$ cat src/rtl/upg_boot_ctrl_if.sv
// upg_boot_ctrl_if: programmer, CPU and memory-write signals of the boot sequencer.
interface upg_boot_ctrl_if;
  logic        start_pg;
  logic        upg_wen_i;
  logic [14:0] upg_adr_i;
  logic [31:0] upg_dat_i;
  logic        upg_done_i;
  logic        cpu_mem_wen_i;
  logic [31:0] cpu_adr_i;
  logic [31:0] cpu_dat_i;
  logic        rom_wen_o;
  logic        ram_wen_o;
  logic [31:0] mem_adr_o;
  logic [31:0] mem_dat_o;
  logic        upg_rst_o;
  logic        cpu_rst_o;
  logic [1:0]  mode_o;
  logic [15:0] prog_words_o;
  logic        err_o;
  modport master (
    output start_pg, upg_wen_i, upg_adr_i, upg_dat_i, upg_done_i, cpu_mem_wen_i, cpu_adr_i, cpu_dat_i,
    input  rom_wen_o, ram_wen_o, mem_adr_o, mem_dat_o, upg_rst_o, cpu_rst_o, mode_o, prog_words_o, err_o
  );
  modport slave (
    input  start_pg, upg_wen_i, upg_adr_i, upg_dat_i, upg_done_i, cpu_mem_wen_i, cpu_adr_i, cpu_dat_i,
    output rom_wen_o, ram_wen_o, mem_adr_o, mem_dat_o, upg_rst_o, cpu_rst_o, mode_o, prog_words_o, err_o
  );
endinterface

$ cat src/rtl/upg_boot_ctrl.sv
// upg_boot_ctrl: debounced programming sequencer that holds the CPU in reset
// while the UART programmer writes ROM/RAM, and arbitrates memory writes.
module upg_boot_ctrl #(
  parameter int DEBOUNCE_CYCLES = 16,
  parameter int RELEASE_DELAY   = 8,
  parameter int TIMEOUT         = 1024
) (
  input logic clock,
  input logic reset,
  upg_boot_ctrl_if.slave bus
);
  localparam int DW = $clog2(DEBOUNCE_CYCLES + 1);
  localparam int IW = $clog2(TIMEOUT + 1);
  localparam int RW = $clog2(RELEASE_DELAY + 1);
  typedef enum logic [2:0] {RUN, ARM, PROG, DRAIN, ERR} state_t;
  state_t state, nxt;
  logic [1:0]  sync;
  logic [DW-1:0] deb;
  logic [IW-1:0] idle;
  logic [RW-1:0] drain;
  logic        upg_rst, cpu_rst, err;
  logic [15:0] words;
  logic        evt, prog, run;
  // The counter saturates, so a held button yields exactly one event.
  assign evt  = sync[1] && deb == DW'(DEBOUNCE_CYCLES - 1);
  assign prog = state == PROG;
  assign run  = state == RUN;
  always_comb begin
    nxt = state;
    case (state)
      RUN:   nxt = evt ? ARM : RUN;
      ARM:   nxt = bus.upg_done_i ? ARM : PROG;
      PROG:  nxt = bus.upg_done_i ? DRAIN :
                   (!bus.upg_wen_i && idle == IW'(TIMEOUT - 1)) ? ERR : PROG;
      DRAIN: nxt = drain == RW'(RELEASE_DELAY - 1) ? RUN : DRAIN;
      ERR:   nxt = evt ? ARM : ERR;
      default: nxt = RUN;
    endcase
  end
  always_ff @(posedge clock or posedge reset) begin
    if (reset) begin
      state   <= RUN;
      sync    <= '0;
      deb     <= '0;
      idle    <= '0;
      drain   <= '0;
      upg_rst <= 1'b1;
      cpu_rst <= 1'b1;
      err     <= 1'b0;
      words   <= '0;
    end else begin
      state   <= nxt;
      sync    <= {sync[0], bus.start_pg};
      deb     <= !sync[1] ? '0 : (deb == DW'(DEBOUNCE_CYCLES) ? deb : deb + 1'b1);
      idle    <= (prog && !bus.upg_wen_i) ? idle + 1'b1 : '0;
      drain   <= state == DRAIN ? drain + 1'b1 : '0;
      upg_rst <= run || state == ERR;
      cpu_rst <= !run;
      err     <= state == ERR;
      words   <= state == ARM ? '0 :
                 (prog && bus.upg_wen_i && words != 16'hFFFF) ? words + 1'b1 : words;
    end
  end
  assign bus.rom_wen_o    = prog & bus.upg_wen_i & ~bus.upg_adr_i[14];
  assign bus.ram_wen_o    = prog ? bus.upg_wen_i & bus.upg_adr_i[14] : run & bus.cpu_mem_wen_i;
  assign bus.mem_adr_o    = prog ? {16'b0, bus.upg_adr_i[13:0], 2'b00} : bus.cpu_adr_i;
  assign bus.mem_dat_o    = prog ? bus.upg_dat_i : bus.cpu_dat_i;
  assign bus.mode_o       = run ? 2'd0 : state == ARM ? 2'd1 : prog ? 2'd2 : 2'd3;
  assign bus.upg_rst_o    = upg_rst;
  assign bus.cpu_rst_o    = cpu_rst;
  assign bus.err_o        = err;
  assign bus.prog_words_o = words;
endmodule
$ cat src/flat_wrapper.sv
// flat-port wrapper written by rule: the top's interface ports become plain ports
module upg_boot_ctrl_flat 
#(
  parameter int DEBOUNCE_CYCLES = 16,
  parameter int RELEASE_DELAY   = 8,
  parameter int TIMEOUT         = 1024
)
  (clock, reset, bus_start_pg, bus_upg_wen_i, bus_upg_adr_i, bus_upg_dat_i, bus_upg_done_i, bus_cpu_mem_wen_i, bus_cpu_adr_i, bus_cpu_dat_i, bus_rom_wen_o, bus_ram_wen_o, bus_mem_adr_o, bus_mem_dat_o, bus_upg_rst_o, bus_cpu_rst_o, bus_mode_o, bus_prog_words_o, bus_err_o);
  upg_boot_ctrl_if bus_i ();
  input logic clock;
  input logic reset;
  input wire logic [$bits(bus_i.start_pg)-1:0] bus_start_pg;
  input wire logic [$bits(bus_i.upg_wen_i)-1:0] bus_upg_wen_i;
  input wire logic [$bits(bus_i.upg_adr_i)-1:0] bus_upg_adr_i;
  input wire logic [$bits(bus_i.upg_dat_i)-1:0] bus_upg_dat_i;
  input wire logic [$bits(bus_i.upg_done_i)-1:0] bus_upg_done_i;
  input wire logic [$bits(bus_i.cpu_mem_wen_i)-1:0] bus_cpu_mem_wen_i;
  input wire logic [$bits(bus_i.cpu_adr_i)-1:0] bus_cpu_adr_i;
  input wire logic [$bits(bus_i.cpu_dat_i)-1:0] bus_cpu_dat_i;
  output wire logic [$bits(bus_i.rom_wen_o)-1:0] bus_rom_wen_o;
  output wire logic [$bits(bus_i.ram_wen_o)-1:0] bus_ram_wen_o;
  output wire logic [$bits(bus_i.mem_adr_o)-1:0] bus_mem_adr_o;
  output wire logic [$bits(bus_i.mem_dat_o)-1:0] bus_mem_dat_o;
  output wire logic [$bits(bus_i.upg_rst_o)-1:0] bus_upg_rst_o;
  output wire logic [$bits(bus_i.cpu_rst_o)-1:0] bus_cpu_rst_o;
  output wire logic [$bits(bus_i.mode_o)-1:0] bus_mode_o;
  output wire logic [$bits(bus_i.prog_words_o)-1:0] bus_prog_words_o;
  output wire logic [$bits(bus_i.err_o)-1:0] bus_err_o;
  assign bus_i.start_pg = bus_start_pg;
  assign bus_i.upg_wen_i = bus_upg_wen_i;
  assign bus_i.upg_adr_i = bus_upg_adr_i;
  assign bus_i.upg_dat_i = bus_upg_dat_i;
  assign bus_i.upg_done_i = bus_upg_done_i;
  assign bus_i.cpu_mem_wen_i = bus_cpu_mem_wen_i;
  assign bus_i.cpu_adr_i = bus_cpu_adr_i;
  assign bus_i.cpu_dat_i = bus_cpu_dat_i;
  assign bus_rom_wen_o = bus_i.rom_wen_o;
  assign bus_ram_wen_o = bus_i.ram_wen_o;
  assign bus_mem_adr_o = bus_i.mem_adr_o;
  assign bus_mem_dat_o = bus_i.mem_dat_o;
  assign bus_upg_rst_o = bus_i.upg_rst_o;
  assign bus_cpu_rst_o = bus_i.cpu_rst_o;
  assign bus_mode_o = bus_i.mode_o;
  assign bus_prog_words_o = bus_i.prog_words_o;
  assign bus_err_o = bus_i.err_o;
  upg_boot_ctrl #(.DEBOUNCE_CYCLES(DEBOUNCE_CYCLES), .RELEASE_DELAY(RELEASE_DELAY), .TIMEOUT(TIMEOUT)) u_core (.clock(clock), .reset(reset), .bus(bus_i));
endmodule
$ cat config.mk
export PLATFORM = sky130hd
export DESIGN_NAME = upg_boot_ctrl_flat
export DESIGN_NICKNAME = d
export VERILOG_FILES = /design/src/rtl/upg_boot_ctrl_if.sv /design/src/rtl/upg_boot_ctrl.sv /design/src/flat_wrapper.sv
export SDC_FILE = /design/constraint.sdc
export NUM_CORES = 1
export LEC_CHECK = 0
export CAP_MARGIN = 30
export CORE_AREA = 2 2 94 96
export CTS_CLUSTER_SIZE = 12
export DETAILED_ROUTE_END_ITERATION = 10
export DIE_AREA = 0 0 96 98
export HOLD_SLACK_MARGIN = 0.05
export PLACE_DENSITY = 0.79
export SYNTH_ARGS = -nofsm -noshare
export SYNTH_HDL_FRONTEND = slang
export SYNTH_SLANG_ARGS = --single-unit
$ cat constraint.sdc
create_clock -name clock -period 2.2 [get_ports clock]
set_clock_uncertainty 0.1 [all_clocks]
set_input_delay 0.33 -clock clock [delete_from_list [all_inputs] [get_ports clock]]
set_output_delay 0.33 -clock clock [all_outputs]
set_load 0.02 [all_outputs]
# Yosys cells after proc, flatten, opt, wreduce, memory -nomap -nowiden
# Cells that the tools add are included.
op_classes:
  n_bitwise: 5
  eq_ne: 10
  n_reduce_logical: 10
  muxes: 19
  n_addsub: 4
ops:
  columns: ["op", "n"]
  rows:
  - ["$mux 32", 2]
  - ["$mux 16", 2]
  - ["$add 16x1->16 const B", 1]
  - ["$ne 16x16->1 const B", 1]
  - ["$pmux 3 s5", 1]
  - ["$add 11x1->11 const B", 1]
  - ["$eq 11x10->1 const B", 1]
  - ["$mux 11", 1]
  - ["$mux 5", 2]
  - ["$mux 3", 3]
  - ["$mux 2", 4]
  - ["$eq 3x2->1 const B", 2]
  - ["$add 5x1->5 const B", 1]
  - ["$eq 5x4->1 const B", 1]
  - ["$eq 5x5->1 const B", 1]
  - ["$logic_and 1x1->1", 5]
  - ["$add 4x1->4 const B", 1]
  - ["$and 1x1->1", 4]
  - ["$eq 4x3->1 const B", 1]
  - ["$mux 4", 1]
  - ["$eq 3x1->1 const B", 1]
  - ["$eq 3x3->1 const B", 1]
  - ["$logic_not 3->1", 1]
  - ["$mux 1", 3]
  - ["5 further kinds", 6]
word_totals:
  reg_bits: 44
  wordCells: 57
  out_inout_bits: 87
  input_bits: 117

# Logic depth before layout (Yosys ltp)
# Gate-level depths: netlist (run 1).
depth:
  word_depth: 5
  mapped_depth: 7
  depth_no_buf: 5

# Least setup slack after synthesis (run 1)
# Ideal clock, no wire load.
synth_timing:
  kind: "reg2out"
  from: "register u_core.state[0]"
  to: "output bus_mem_adr_o[10]"
  path_buffers: 2
  path_stages_with_launch: 6
  t_arrival_ns: 1.721
  slack_ns: 0.049
  t_required_ns: 1.770
  cell_sequence: "dfrtp_1 or2_2 nor2_2 buf_4 buf_2 mux2_2"
synth_between:
  elab_chain_cells: 2
synth_rtl:
  columns: ["element", "line", "source"]
  rows:
  - ["start, declared", "upg_boot_ctrl.sv:16", "state_t state, nxt;"]
  - ["start signal, assigned", "upg_boot_ctrl.sv:52", "state <= nxt;"]
  - ["$eq 3x2->1", "upg_boot_ctrl.sv:26", "assign prog = state == PROG;"]
  - ["$mux 32", "upg_boot_ctrl.sv:66", "assign bus.mem_adr_o = prog ? {16'b0, bus.upg_adr_i[13:0], 2'b00} : bus.cpu_adr_i;"]
  - ["end, declared", "flat_wrapper.sv:22", "output wire logic [$bits(bus_i.mem_adr_o)-1:0] bus_mem_adr_o;"]
# Every way passes these cells.

# Worst setup path in the final report (run 1)
layout_timing:
  from: "register u_core.state[0]"
  to: "output bus_mem_dat_o[4]"
layout_between:
  elab_chain_cells: 2
layout_rtl:
  columns: ["element", "line", "source"]
  rows:
  - ["$eq 3x2->1", "upg_boot_ctrl.sv:26", null]
  - ["$mux 32", "upg_boot_ctrl.sv:67", "assign bus.mem_dat_o = prog ? bus.upg_dat_i : bus.cpu_dat_i;"]
  - ["end, declared", "flat_wrapper.sv:23", "output wire logic [$bits(bus_i.mem_dat_o)-1:0] bus_mem_dat_o;"]
# Every way passes these cells.

==> results of run 1 <==
## through the flow
step | area, µm² | utilization, %
finish | 5430 | 64.1
global route | 5430 | 64.1
CTS | 5190 | 61.3
detailed placement | 5120 | 60.5
global placement | 5120 | 60.5
floorplan | 2860 | -
## registers in the layout, summed over array words and instances (netlist names)
signal,flops
u_core.bus.prog_words_o,16
u_core.idle,11
u_core.deb,5
u_core.drain,4
u_core.state,3
u_core.sync,2
u_core.bus.cpu_rst_o,1
u_core.bus.err_o,1
u_core.bus.upg_rst_o,1
## cell type report
cell class              count  share of cell area (%)
clock buffers               7                    1.59
multi-input cells         224                    31.9
repair buffers            245                    42.7
flip-flops and latches     44                    20.3
inverters                  12                   0.830
clock inverters             1                   0.138
well taps                 108                    2.49
## cells in the final DEF (no fill, tap or decap), types with 7 or more instances in the layout
cell type,instances
mux2_4,16
nand3_1,14
nor2_1,22
a21oi_1,7
clkbuf_2,7
nand2_1,20
nor2b_1,18
inv_1,12
dfrtp_1,42
and3_1,7
xor2_1,10
buf_6,30
buf_4,36
nor3_1,8
buf_2,26
clkdlybuf4s50_1,135
mux2_2,31
## power by group
group | switching [mW] | internal, mW | leakage [nW]
logic | 1.48 | 1.71 | 1.75
clock network | 0.278 | 0.255 | 0.0445
registers | 0.123 | 0.924 | 0.588
total | 1.88 | 2.88 | 2.39
## timing repair
action	in CTS	in global routing
gates resized for setup	266	72
setup buffers	16	9
gates cloned	2	1
endpoints found under the setup margin	66	51
## cell families after synthesis
logic type	synth area share [%]
AND/OR/NAND/NOR	24.9
adder cells (fa/ha/maj)	2.62
buffers and inverters	3.37
XOR/XNOR	3.98
multiplexers	19.9
flip-flops	38.6
AO/OA/AOI/OAI	6.61
## final timing paths
path,endpoint,cells past startpoint
min in group asynchronous,u_core.bus.prog_words_o[1],3
setup / recovery,bus_mem_dat_o[4],8
hold reg to reg,u_core.sync[1],0
hold / removal,u_core.sync[1],0
setup reg to reg,u_core.bus.prog_words_o[9],6
max in group asynchronous,u_core.idle[9],3
## layer usage
| layer | vias to the layer above | part of all wire, % | GRT usage [%] |
|---|---|---|---|
| met1 | 1532 | 38 | 25.9 |
| li1 | 1535 | - | - |
| met4 | 0 | 1.4 | 5.27 |
| met2 | 114 | 53 | 41.7 |
| met3 | 15 | 6.9 | 6.40 |
| met5 | - | 0 | 0 |
## critical path, cell delays in order, from the launching register on
cell	delay [ps]
dfrtp_1	380
or2_4	260
nor2_4	120
buf_6	150
buf_16	110
buf_8	90
buf_6	80
mux2_4	290
buf_6	130
==> results_dict.tcl, run 1 <==
set metrics [dict create \
    die_x_um 96 \
    min_from "u_core.sync[0]" \
    syn_area_um2 2860 \
    clk_latency_ps 300 \
    rsz0062_at_grt "true" \
    drt-initial-drc-count 71 \
    nets 655 \
    post-route-period-util_pct 107 \
    vdd_drop_max_uv 481 \
    yosys-top-cells-area "dfrtp_1 37%, mux2_2 19%, nor2b_1 3.9%" \
    synth-seq-area-share_pct 38.6 \
    startpoint_type "register" \
    tightestPinTransition_ps 538 \
    multi_input_area_um2 1730 \
    outcome "finished, violations left" \
    slew_headroom_pct 64.1 \
    cts_made_buffers 5 \
    startpoint "u_core.state[0]" \
    yosysWarningCount 0 \
    n_antenna_cell 0 \
    critPathKind "register to output pin" \
    postSynthRegisterBits 44 \
    port_buffers 203 \
    ys_async_sr_fraction_pct 100 \
    grt_pass1_wl_um 16600 \
    grt_pass1_vias 3229 \
    clockRootBuffer "clkbuf_8" \
    synth_area_per_cell_um2 9.83 \
    drive_gt1_share_pct 32.3 \
    ctsHoldBuffers 0 \
    cp.required_ps 1770 \
    grt_max_degree 45 \
    slew_violations 0 \
    die_height_um 98 \
    wire_per_inst_um 17.4 \
    core_um2 8470 \
    hold_viol_final 0 \
    fin_cells 641 \
    row_count 34 \
    finalSetupViolations 34 \
    syn-num-nets 414 \
    violations "negative setup slack" \
    dp_hpwl_um 8600 \
    start_util_pct 33.8 \
    pre_cts_slack_ps -205 \
    max-clock-path-buffers 2 \
    ant_nets 0 \
    cts_num_sinks 44 \
    cp.arrival_ps 1930 \
    power.leakage_nw 2.39 \
    grt-ovfl-total 0 \
    synth_top_area_cell "dfrtp_1" \
    netlist.area_leader.share_pct 36.7 \
    synth_edf_count 0 \
    first_pass_iters 4 \
    cts_tree "done" \
    fmax_ghz 0.424 \
    synthMostInstantiatedCell "mux2_2" \
    whs_ps 262 \
    placed_cells_incl_taps 606 \
    finalPower_mw 4.76 \
    wl_um 11200 \
    r2r-start "u_core.state[0]" \
    area_growth_syn_to_layout_pct 89.7 \
    grt_usage_pct 22.9 \
    synthFlopType "dfrtp_1" \
    finalWorstSetupSlack_ps -158 \
    place_congestion 0.863 \
    via_count 3196 \
    drc 0 \
    h-tree-depth 2 \
    dieArea_um2 9410 \
    io_pins 204 \
    clk_pin_slew_worst_paths_ps 80 \
    fillers 682 \
    powerDensity_nw_per_um2 878 \
    cp_max_fo 3 \
    vias_per_cell 4.99 \
    drv_cap 0 \
    hp-class "register to register" \
    antenna_found_initial 0 \
    synthTopCellsByCount "47 x mux2_2, 42 x dfrtp_1, 22 x nor2_1" \
    ys_types 45 \
    synthCells 291 \
    fin_setup_tns_ps -3860 \
    regToRegSetupSlack_ps 110 \
    regArea_um2 1100 \
    period_needed_ps 2360 \
    worstSetupEndpointType "output pin" \
]
(Power assumes the default switching activity.)
==> run 2: changes to the inputs <==
CORE_AREA = 2 2 105 107   (was 2 2 94 96)
DIE_AREA = 0 0 107 109   (was 0 0 96 98)
PLACE_DENSITY = 0.66   (was 0.79)
==> run 2 against run 1 <==
Against the previous run: the flow still finishes with violations (negative setup slack); sequential power about the same; non-clock buffer count shrank 12; routed wire length grew 3.2%; design area shrank 1.5%; core utilization is 14 points lower; critical path depth fell by 2; total power down 4.1%; global-route usage decreased by 3.8 points; count of clock-buffer cells in the layout decreased by 1; worst hold slack got worse by 0.71 ps; clock power is 5.1% lower; sequential cell count unchanged; critical path type unchanged; largest cell class unchanged.
==> results_dict.tcl, run 2 (synthesis results as in run 1) <==
set metrics [dict create \
    critPathKind "register to output pin" \
    vdd_drop_max_uv 425 \
    cts_num_sinks 44 \
    fin_util_pct 50.4 \
    finalPower_mw 4.57 \
    fillers 999 \
    first_pass_iters 4 \
    drc 0 \
    area_growth_syn_to_layout_pct 86.9 \
    clockRootBuffer "clkbuf_8" \
    final_cell_mix "137 x clkdlybuf4s50_1, 42 x dfrtp_1, 37 x buf_2, 33 x mux2_2, 29 x buf_4" \
    whs_ps 261 \
    wire_per_inst_um 17.4 \
    h-tree-depth 2 \
    hp-class "register to register" \
    dieArea_um2 11700 \
    cp.required_ps 1770 \
    hold_viol_final 0 \
    wl_um 11500 \
    holdPathStages 0 \
    port_buffers 203 \
    min_from "u_core.sync[0]" \
    dp_hpwl_um 9290 \
    ant_nets 0 \
    drive_gt1_share_pct 31.5 \
    r2r_cells 6 \
    placedInstanceArea_um2 5200 \
    grt-ovfl-total 0 \
    io_pins 204 \
    holdPathEnd "u_core.sync[1]" \
    grt_max_degree 45 \
    nets 643 \
    cp_slowest_cell "dfrtp_1" \
    final_area_um2 5350 \
    slew_headroom_pct 62.1 \
    drv_cap 0 \
    regToRegSetupSlack_ps 120 \
    finalSetupViolations 43 \
    grt_pass1_wl_um 16900 \
    cts_tree "done" \
    post-route-period-util_pct 104 \
    worstSetupEndpointType "output pin" \
    place_congestion 0.862 \
    r2r-start "u_core.state[0]" \
    fin_cells 662 \
    period_needed_ps 2300 \
    startpoint_type "register" \
    core_um2 10600 \
    crit_path_cell_trace "or2_4 -> nor2_4 -> buf_4 -> buf_4 -> mux2_2 -> buf_2" \
    start_util_pct 27.0 \
    clk_latency_ps 300 \
    grt_usage_pct 19.1 \
    clk_pin_slew_worst_paths_ps 90 \
    mostFrequentLayoutCell "clkdlybuf4s50_1" \
    power.leakage_nw 2.27 \
    fin_setup_tns_ps -3010 \
    drt-initial-drc-count 97 \
    slew_violations 0 \
    violations "negative setup slack" \
    outcome "finished, violations left" \
    cts_made_buffers 5 \
    r2r-end "u_core.bus.prog_words_o[13]" \
    worst_path_largest_cell_delay_ps 390 \
    pre_cts_slack_ps -227 \
    die_height_um 109 \
    die_x_um 107 \
    placed_cells_incl_taps 643 \
    grt_pass1_vias 3220 \
    row_count 38 \
    rsz0062_at_grt "true" \
    max-clock-path-buffers 2 \
    finalWorstSetupSlack_ps -95.3 \
    fmax_ghz 0.436 \
    largest_reg_flops 16 \
    cp.arrival_ps 1870 \
    antenna_found_initial 2 \
    powerDensity_nw_per_um2 854 \
    vias_per_cell 4.73 \
    crit_top_cell "buf_4" \
    via_count 3133 \
    cp_max_fo 4 \
    tightestPinTransition_ps 569 \
]
-- run 2: worst max path at each step --
| stage | depth (start not counted) | end | startpoint |
|---|---|---|---|
| finish | 6 | bus_mem_dat_o[18] | u_core.state[0] |
| global route | 6 | bus_mem_adr_o[9] | u_core.state[0] |
| CTS | 7 | bus_mem_dat_o[9] | u_core.state[0] |
| detailed placement | 5 | bus_mem_dat_o[14] | u_core.state[0] |
| global placement | 5 | bus_mem_dat_o[14] | u_core.state[0] |
| floorplan | 5 | bus_mem_adr_o[10] | u_core.state[0] |
-- run 2: area by class of cell --
type | count | area [µm²] | area share [%]
multi-input combinational | 224 | 1750 | 32.7
inverter | 12 | 45.0 | 0.843
clock inverter | 2 | 12.5 | 0.234
sequential | 44 | 1100 | 20.6
tap | 140 | 175 | 3.28
antenna | 1 | 2.50 | 0.0468
timing repair buffer | 233 | 2190 | 40.9
clock buffer | 6 | 72.6 | 1.36
-- run 2: layer usage --
metal | global-route usage, % | part of all wire (%) | up-vias
li1 | - | - | 1507
met1 | 21.8 | 38 | 1498
met2 | 34.3 | 52 | 114
met3 | 6.34 | 8.4 | 12
met4 | 5.01 | 1.2 | 2
met5 | 0 | 0.11 | -
-- run 2: report_power, final --
part	switching, mW	total [mW]	internal, mW
Sequential	0.123	1.05	0.924
Combinational	1.44	3.01	1.57
Clock	0.284	0.506	0.222
Total	1.85	4.57	2.72
-- run 2: timing repair --
item,4_1_cts,5_1_grt
cloned,3,0
pin swaps,1,5
resized for setup,312,21
buffers inserted,8,3
setup endpoints to repair,66,67
hold buffers,0,0
-- run 2: worst max-delay path, delay by kind of cell (launching register included) --
family	cells	cell delay (ps)
buf+inv	3	470
flops	1	390
mux	1	340
simple gates	2	370
==> run 3: changes to the inputs <==
REMOVE_ABC_BUFFERS = 1   (was unset)
clock period = 2.3 ns   (was 2.2 ns; I/O delays follow)
==> run 3 against run 2 <==
Against the previous run: the flow still finishes with violations (negative setup slack); worst hold slack worse by 12 ps; cell count grew 1.4%; sequential power fell by 5%; largest cell class unchanged.
==> results_dict.tcl, run 3 (synthesis results as in run 1) <==
set metrics [dict create \
    wl_met3_um 1130 \
    die_x_um 107 \
    powerDensity_nw_per_um2 865 \
    grt_pass1_vias 3271 \
    hold_viol_final 0 \
    largest_reg_flops 16 \
    first_pass_iters 4 \
    drv_cap 0 \
    final_cell_mix "137 x clkdlybuf4s50_1, 59 x buf_6, 46 x mux2_4, 42 x dfrtp_1, 22 x nor2_1" \
    slew_headroom_pct 63.1 \
    rsz0062_at_grt "true" \
    post-route-period-util_pct 104 \
    wl_um 11800 \
    worstSetupEndpointType "output pin" \
    cts_num_sinks 44 \
    nets 652 \
    ctsHoldBuffers 0 \
    die_height_um 109 \
    mostFrequentLayoutCell "clkdlybuf4s50_1" \
    fmax_ghz 0.417 \
    period_needed_ps 2400 \
    grt_max_degree 45 \
    critPathKind "register to output pin" \
    h-tree-depth 2 \
    multi_input_area_um2 1870 \
    outcome "finished, violations left" \
    cp.required_ps 1860 \
    finalPower_mw 5.06 \
    wl_met1_um 4030 \
    grt-ovfl-total 0 \
    wire_per_inst_um 17.5 \
    cp_top_family "buffers and inverters" \
    fin_util_pct 55.2 \
    drc 0 \
    cp_max_fo 5 \
    clockRootBuffer "clkbuf_8" \
    vdd_drop_max_uv 473 \
    cts_made_buffers 5 \
    area_growth_syn_to_layout_pct 105 \
    slew_violations 0 \
    vias_per_cell 4.75 \
    dp_hpwl_um 8960 \
    port_buffers 203 \
    clk_pin_slew_worst_paths_ps 90 \
    hp-class "register to register" \
    clk_latency_ps 300 \
    finalWorstSetupSlack_ps -98.6 \
    drt-initial-drc-count 83 \
    tightestPinTransition_ps 554 \
    cp_slowest_cell "dfrtp_1" \
    dieArea_um2 11700 \
    io_pins 204 \
    regArea_um2 1100 \
    wl_met2_um 6250 \
    start_util_pct 27.0 \
    place_congestion 0.826 \
    grt_usage_pct 19.7 \
    antenna_found_initial 2 \
    core_um2 10600 \
    cts_tree "done" \
    highest_layer "met4" \
    row_count 38 \
    finalSetupViolations 31 \
    startpoint_type "register" \
    fillers 943 \
    crit_path_cell_trace "or2_4 -> nor2_4 -> buf_8 -> buf_12 -> buf_16 -> mux2_4 -> buf_6" \
    violations "negative setup slack" \
    grt_pass1_wl_um 17500 \
    max-clock-path-buffers 2 \
    via_count 3189 \
    drive_gt1_share_pct 33.0 \
    power.leakage_nw 2.56 \
    worst_path_largest_cell_delay_ps 400 \
    ant_nets 0 \
    critPathBufInv 4 \
    cp.arrival_ps 1950 \
]
[run 3: final timing paths]
kind / from / end / slack [ps] / depth (start not counted)
max: u_core.state[0] / bus_mem_dat_o[5] / -100 / 7
min: u_core.sync[0] / u_core.sync[1] / 250 / 0
max reg2reg: u_core.state[2] / u_core.bus.prog_words_o[9] / 80 / 7
min reg2reg: u_core.sync[0] / u_core.sync[1] / 250 / 0
max in group asynchronous: reset / u_core.bus.prog_words_o[0] / 1320 / 3
min in group asynchronous: reset / u_core.bus.err_o / 390 / 3
[run 3: worst reg2reg max path, stage by stage, from the launching register on]
cell and delay (ps):
dfrtp_1 390, buf_4 130, buf_4 140, nand4bb_4 210, buf_6 140, or4_4 540
or3_1 400, a21oi_2 110
[run 3: layout make-up]
type	count	share of cell area [%]
Inverter	12	0.770
Tap cell	140	2.99
Clock buffer	5	1.18
Multi-Input combinational cell	224	32.0
Sequential cell	44	18.9
Antenna cell	1	0.0428
Timing Repair Buffer	242	43.8
Clock inverter	3	0.321
[run 3: through the flow]
step | std cells | setup TNS, ps | worst slack, ps | instance area, µm² | hold slack [ps]
3_3_place_gp | 640 | -5220 | -155 | 5160 | 239
5_1_grt | 670 | -4690 | -163 | 5850 | 271
3_5_place_dp | 640 | -5480 | -171 | 5160 | 240
6_report | 671 | -1700 | -98.6 | 5850 | 249
4_1_cts | 667 | -3670 | -164 | 5600 | 259
2_1_floorplan | 280 | -66030 | -1040 | 2810 | 231
[run 3: per-layer routing]
layer,global-route usage [%],vias up
met5,0,-
met2,35.4,131
li1,-,1522
met3,8.37,20
met4,6.96,0
met1,20.5,1516
[run 3: power breakdown]
part,switching [mW],leakage (nW),internal (mW)
combinational,1.55,1.92,2.02
clock,0.274,0.0479,0.212
sequential,0.116,0.588,0.884
total,1.94,2.56,3.12
[run 3: repair_timing]
action                                  in CTS  in global routing
endpoints found under the setup margin      66                 58
buffers inserted                            12                  9
hold endpoints to repair                     0                  0
pin swaps                                    2                  6
resized for setup                          308                124
gates cloned                                 7                  0
==> variant 1, RTL diff (config.mk and constraints of run 2) <==
`DEBOUNCE_CYCLES` is set to 16 in 2 places; all go to 8.
--- a/src/rtl/upg_boot_ctrl.sv
+++ b/src/rtl/upg_boot_ctrl.sv
@@ -3,3 +3,3 @@
 module upg_boot_ctrl #(
-  parameter int DEBOUNCE_CYCLES = 16,
+  parameter int DEBOUNCE_CYCLES = 8,
   parameter int RELEASE_DELAY   = 8,
--- a/src/flat_wrapper.sv
+++ b/src/flat_wrapper.sv
@@ -3,3 +3,3 @@
 #(
-  parameter int DEBOUNCE_CYCLES = 16,
+  parameter int DEBOUNCE_CYCLES = 8,
   parameter int RELEASE_DELAY   = 8,
Formal check against the unedited RTL: no difference found for any inputs over 10 cycles, from zero or initial values and one cycle with reset high; that may be too few to reach the edited logic, so the function may still have changed.
==> variant 1 against run 2 <==
  * The flow still finishes with violations (setup timing)
  * Utilization up 1.7 points
  * Cell area up 3.3%
  * Power up 16%
  * Synthesized area down 0.83%
  * Hold slack worse by 0.0062 ns
  * Setup slack better by 0.0013 ns
  * First-iteration DRC count up 48%
  * Routed wire length down 0.10%
  * Critical path depth unchanged
  * Synthesized cell count down 2.1%
  * Combinational power up 23%
  * Global-route usage down 1.7 points
  * Sequential cell count down 1
  * Count of clock-buffer cells in the layout unchanged
  * Critical endpoint is now bus_mem_adr_o[9]
  * Largest cell class unchanged
==> variant 1: results (changes against run 2) <==
metric;value;unit;change
place_area;5170;sq um;was 5200 sq um
grt_max_degree;44;;was 45
critical-path-max-stage-delay;0.41;ns;was 0.39 ns
grt_pass1_vias;2871;;was 3,220
synth_cell_type_count;43;;was 45
setup_tns;-1.69;ns;was -3.01 ns
gp_congestion;0.794;;was 0.862
dr_wl_met2;5630;microns;was 6000 microns
setup_violations;34;;was 43
synth_nets;407;;was 414
grt_use_met3;0.0442;;was 0.0634
layoutNonFillerInstCount;654;;was 662
dp_worst_setup_slack;-0.149;ns;was -0.227 ns
wl_met1;5050;microns;was 4410 microns
first_iter_violations;144;;was 97
finalInstanceArea;5520;sq um;was 5350 sq um
ys_seq_area_frac;0.380;;was 0.386
met1_usage;0.235;;was 0.218
drive_gt1_frac;0.305;;was 0.315
violations;setup timing;;unchanged
arrival;1.86;ns;
setup_ws;-0.0939;ns;was -0.0953 ns
status;complete, but fails checks;;unchanged
ir_drop;0.000494;V;was 0.000425 V
wl;11500;microns;about the same
antenna_found_initial;1;;was 2
area_growth;94.7;%;was 86.9%
met3WireLength;715;microns;was 970 microns
fillers;982;;was 999
hpwlAfterDp;8940;microns;was 9290 microns
synth_commonest_cells;mux2_2, dfrtp_1, nor2_1, nor2b_1, nand2_1;;was mux2_2, dfrtp_1, nor2_1, nand2_1, nor2b_1
h-tree-depth;2;;unchanged
via_per_inst;4.63;;was 4.73
grt_usage;0.174;;was 0.191
postCtsSetupBuffers;7;;was 8
cts_resized;285;;was 312
layout.nets;635;;was 643
use_met2;0.284;;was 0.343
## variant 1: cell families (layout without fill, tap and decap cells)
kind of cell | Yosys count | after routing | share of synthesized area
mux | 51 | 51 | 0.200
compound gates | 31 | 31 | 0.0710
flops | 43 | 43 | 0.380
simple gates | 118 | 118 | 0.243
buf+inv | 23 | 252 | 0.0397
xor+xnor | 14 | 14 | 0.0432
fa+ha+maj | 5 | 5 | 0.0221
## variant 1: path summary, 6_finish.rpt
path | slack [ns] | endpoint | startpoint
max reg2reg | 0.21 | u_core.bus.prog_words_o[5] | u_core.state[0]
min reg2reg | 0.25 | u_core.sync[1] | u_core.sync[0]
min | 0.25 | u_core.sync[1] | u_core.sync[0]
max | -0.09 | bus_mem_adr_o[9] | u_core.state[0]
min in group asynchronous | 0.36 | u_core.idle[3] | reset
max in group asynchronous | 1.25 | u_core.bus.cpu_rst_o | reset
## variant 1: power breakdown
part	internal (mW)	leakage (nW)	switching, mW	total [mW]
Sequential	0.884	0.580	0.0651	0.949
Clock	0.368	0.0612	0.282	0.650
Combinational	2.00	1.76	1.71	3.71
## variant 1: cell type report
type / count / area, sq um / area share
Timing Repair Buffer: 236 / 2360 / 0.427
Multi-Input combinational cell: 219 / 1760 / 0.319
Sequential cell: 43 / 1080 / 0.195
Tap cell: 140 / 175 / 0.0317
Clock buffer: 6 / 82.6 / 0.0150
Clock inverter: 2 / 35.0 / 0.00634
Inverter: 8 / 30.0 / 0.00544
## variant 1: worst reg2reg max path, delay by kind of cell, from the launching register on
family	cells	cell delay (ns)
AND/OR/NAND/NOR	3	0.89
flip-flops	1	0.41
AO/OA/AOI/OAI	1	0.15
buffers and inverters	2	0.38
==> variant 2, RTL diff (flow settings as in run 2) <==
Without the edit above. Take the reset off `words` and load it in a clocked block of its own.
--- a/src/rtl/upg_boot_ctrl.sv
+++ b/src/rtl/upg_boot_ctrl.sv
@@ -49,3 +49,2 @@
       err     <= 1'b0;
-      words   <= '0;
     end else begin
@@ -59,5 +58,7 @@
       err     <= state == ERR;
-      words   <= state == ARM ? '0 :
-                 (prog && bus.upg_wen_i && words != 16'hFFFF) ? words + 1'b1 : words;
     end
+  end
+
+  always_ff @(posedge clock) begin
+    words <= state == ARM ? '0 : (prog && bus.upg_wen_i && words != 16'hFFFF) ? words + 1'b1 : words;
   end
Formal check against the unedited RTL: same outputs for any inputs over 10 cycles, from zero or initial values and one cycle with reset high; that may be too few to reach the edited logic, so the function may still have changed.
==> variant 2 against run 2 <==
  * Global-route usage down 0.70 points
  * Cell area up 6.9%
  * Routed wire length down 4.1%
  * Via count down 1.5%
  * Sequential cell count unchanged
  * Synthesized area down 4.0%
  * Count of clock-buffer cells in the layout unchanged
  * Power up 23%
  * Critical endpoint is now bus_mem_dat_o[8]
  * Fmax down 1.1%
  * The flow still finishes with violations (setup timing)
  * Setup slack worse by 0.026 ns
==> variant 2: results (changes against run 2) <==
metric;value;unit;change
ys_seq_area_frac;0.373;;was 0.386
arrival;1.89;ns;was 1.87 ns
first_iter_violations;149;;was 97
setup_tns;-3.17;ns;was -3.01 ns
drtPass1Iterations;4;;unchanged
internal_power;3.49;mW;was 2.72 mW
insertedDiodeCount;0;;was 1
dp_cells;638;;was 643
root_buffer;clkbuf_8;;unchanged
cp_slowest_cell;dfrtp_1;;unchanged
reg2reg_slack;0.16;ns;was 0.12 ns
postCtsSetupBuffers;11;;was 8
synth_cell_type_count;45;;unchanged
layout.nets;653;;was 643
drive_gt1_frac;0.326;;was 0.315
grt_usage;0.184;;was 0.191
layoutNonFillerInstCount;671;;was 662
grt_max_degree;29;;was 45
clkPwrFrac;0.116;;was 0.111
place_area;5070;sq um;was 5200 sq um
grt_pass1_wl;16400;microns;was 16,900 microns
synth_area_leaders;dfrtp_1, mux2_1, dfxtp_1;;was dfrtp_1, mux2_2, nor2b_1
dp_worst_setup_slack;-0.180;ns;was -0.227 ns
wl;11100;microns;was 11,500 microns
hpwlAfterDp;8230;microns;was 9290 microns
status;complete, but fails checks;;unchanged
violations;setup timing;;unchanged
setup_ws;-0.121;ns;was -0.0953 ns
gp_congestion;0.916;;was 0.862
synth_fa_ha_area_frac;0.0273;;was 0.0262
synth_nets;413;;was 414
cts_resized;276;;was 312
num_vias;3085;;was 3,133
synth_xor_area_frac;0.0383;;was 0.0398
synth_commonest_cells;mux2_1, dfrtp_1, nor2_1, nand2_1, nor2b_1;;was mux2_2, dfrtp_1, nor2_1, nand2_1, nor2b_1
synth.avg_cell_area;9.47;sq um;was 9.83 sq um
p_comb;3.94;mW;was 3.01 mW
ir_drop;0.000614;V;was 0.000425 V
crit_path_max_fanout;7;;was 4
setup_violations;46;;was 43
worstSetupStartpoint;u_core.state[2];;was u_core.state[0]
async_flop_share;0.636;;was 1.00
r2r_end;u_core.bus.prog_words_o[9];;was u_core.bus.prog_words_o[13]
endpoint;bus_mem_dat_o[8];;was bus_mem_dat_o[18]
synth_compound_area_frac;0.0789;;was 0.0661
power_density;984;nW/um^2;was 854 nW/um^2
antenna_found_initial;0;;was 2
-- variant 2: area by class of cell --
type | count | area (sq um)
timing repair buffer | 247 | 2520
fill | 932 | 4890
tap | 140 | 175
sequential | 44 | 1020
clock inverter | 2 | 38.8
clock buffer | 6 | 82.6
multi-input combinational | 221 | 1830
inverter | 11 | 41.3
-- variant 2: layer usage --
metal | vias to the layer above | share of wire | global-route usage
li1 | 1511 | - | -
met1 | 1436 | 0.40 | 0.211
met2 | 120 | 0.51 | 0.337
met3 | 18 | 0.074 | 0.0568
met4 | 0 | 0.018 | 0.0390
met5 | - | 0 | 0
-- variant 2: worst min-delay path by stage --
stage,slack (ns),end
after floorplan,0.23,u_core.sync[1]
after global placement,0.25,u_core.sync[1]
after detailed placement,0.25,u_core.sync[1]
after CTS,0.27,u_core.sync[1]
after global routing,0.28,u_core.sync[1]
final,0.26,u_core.sync[1]
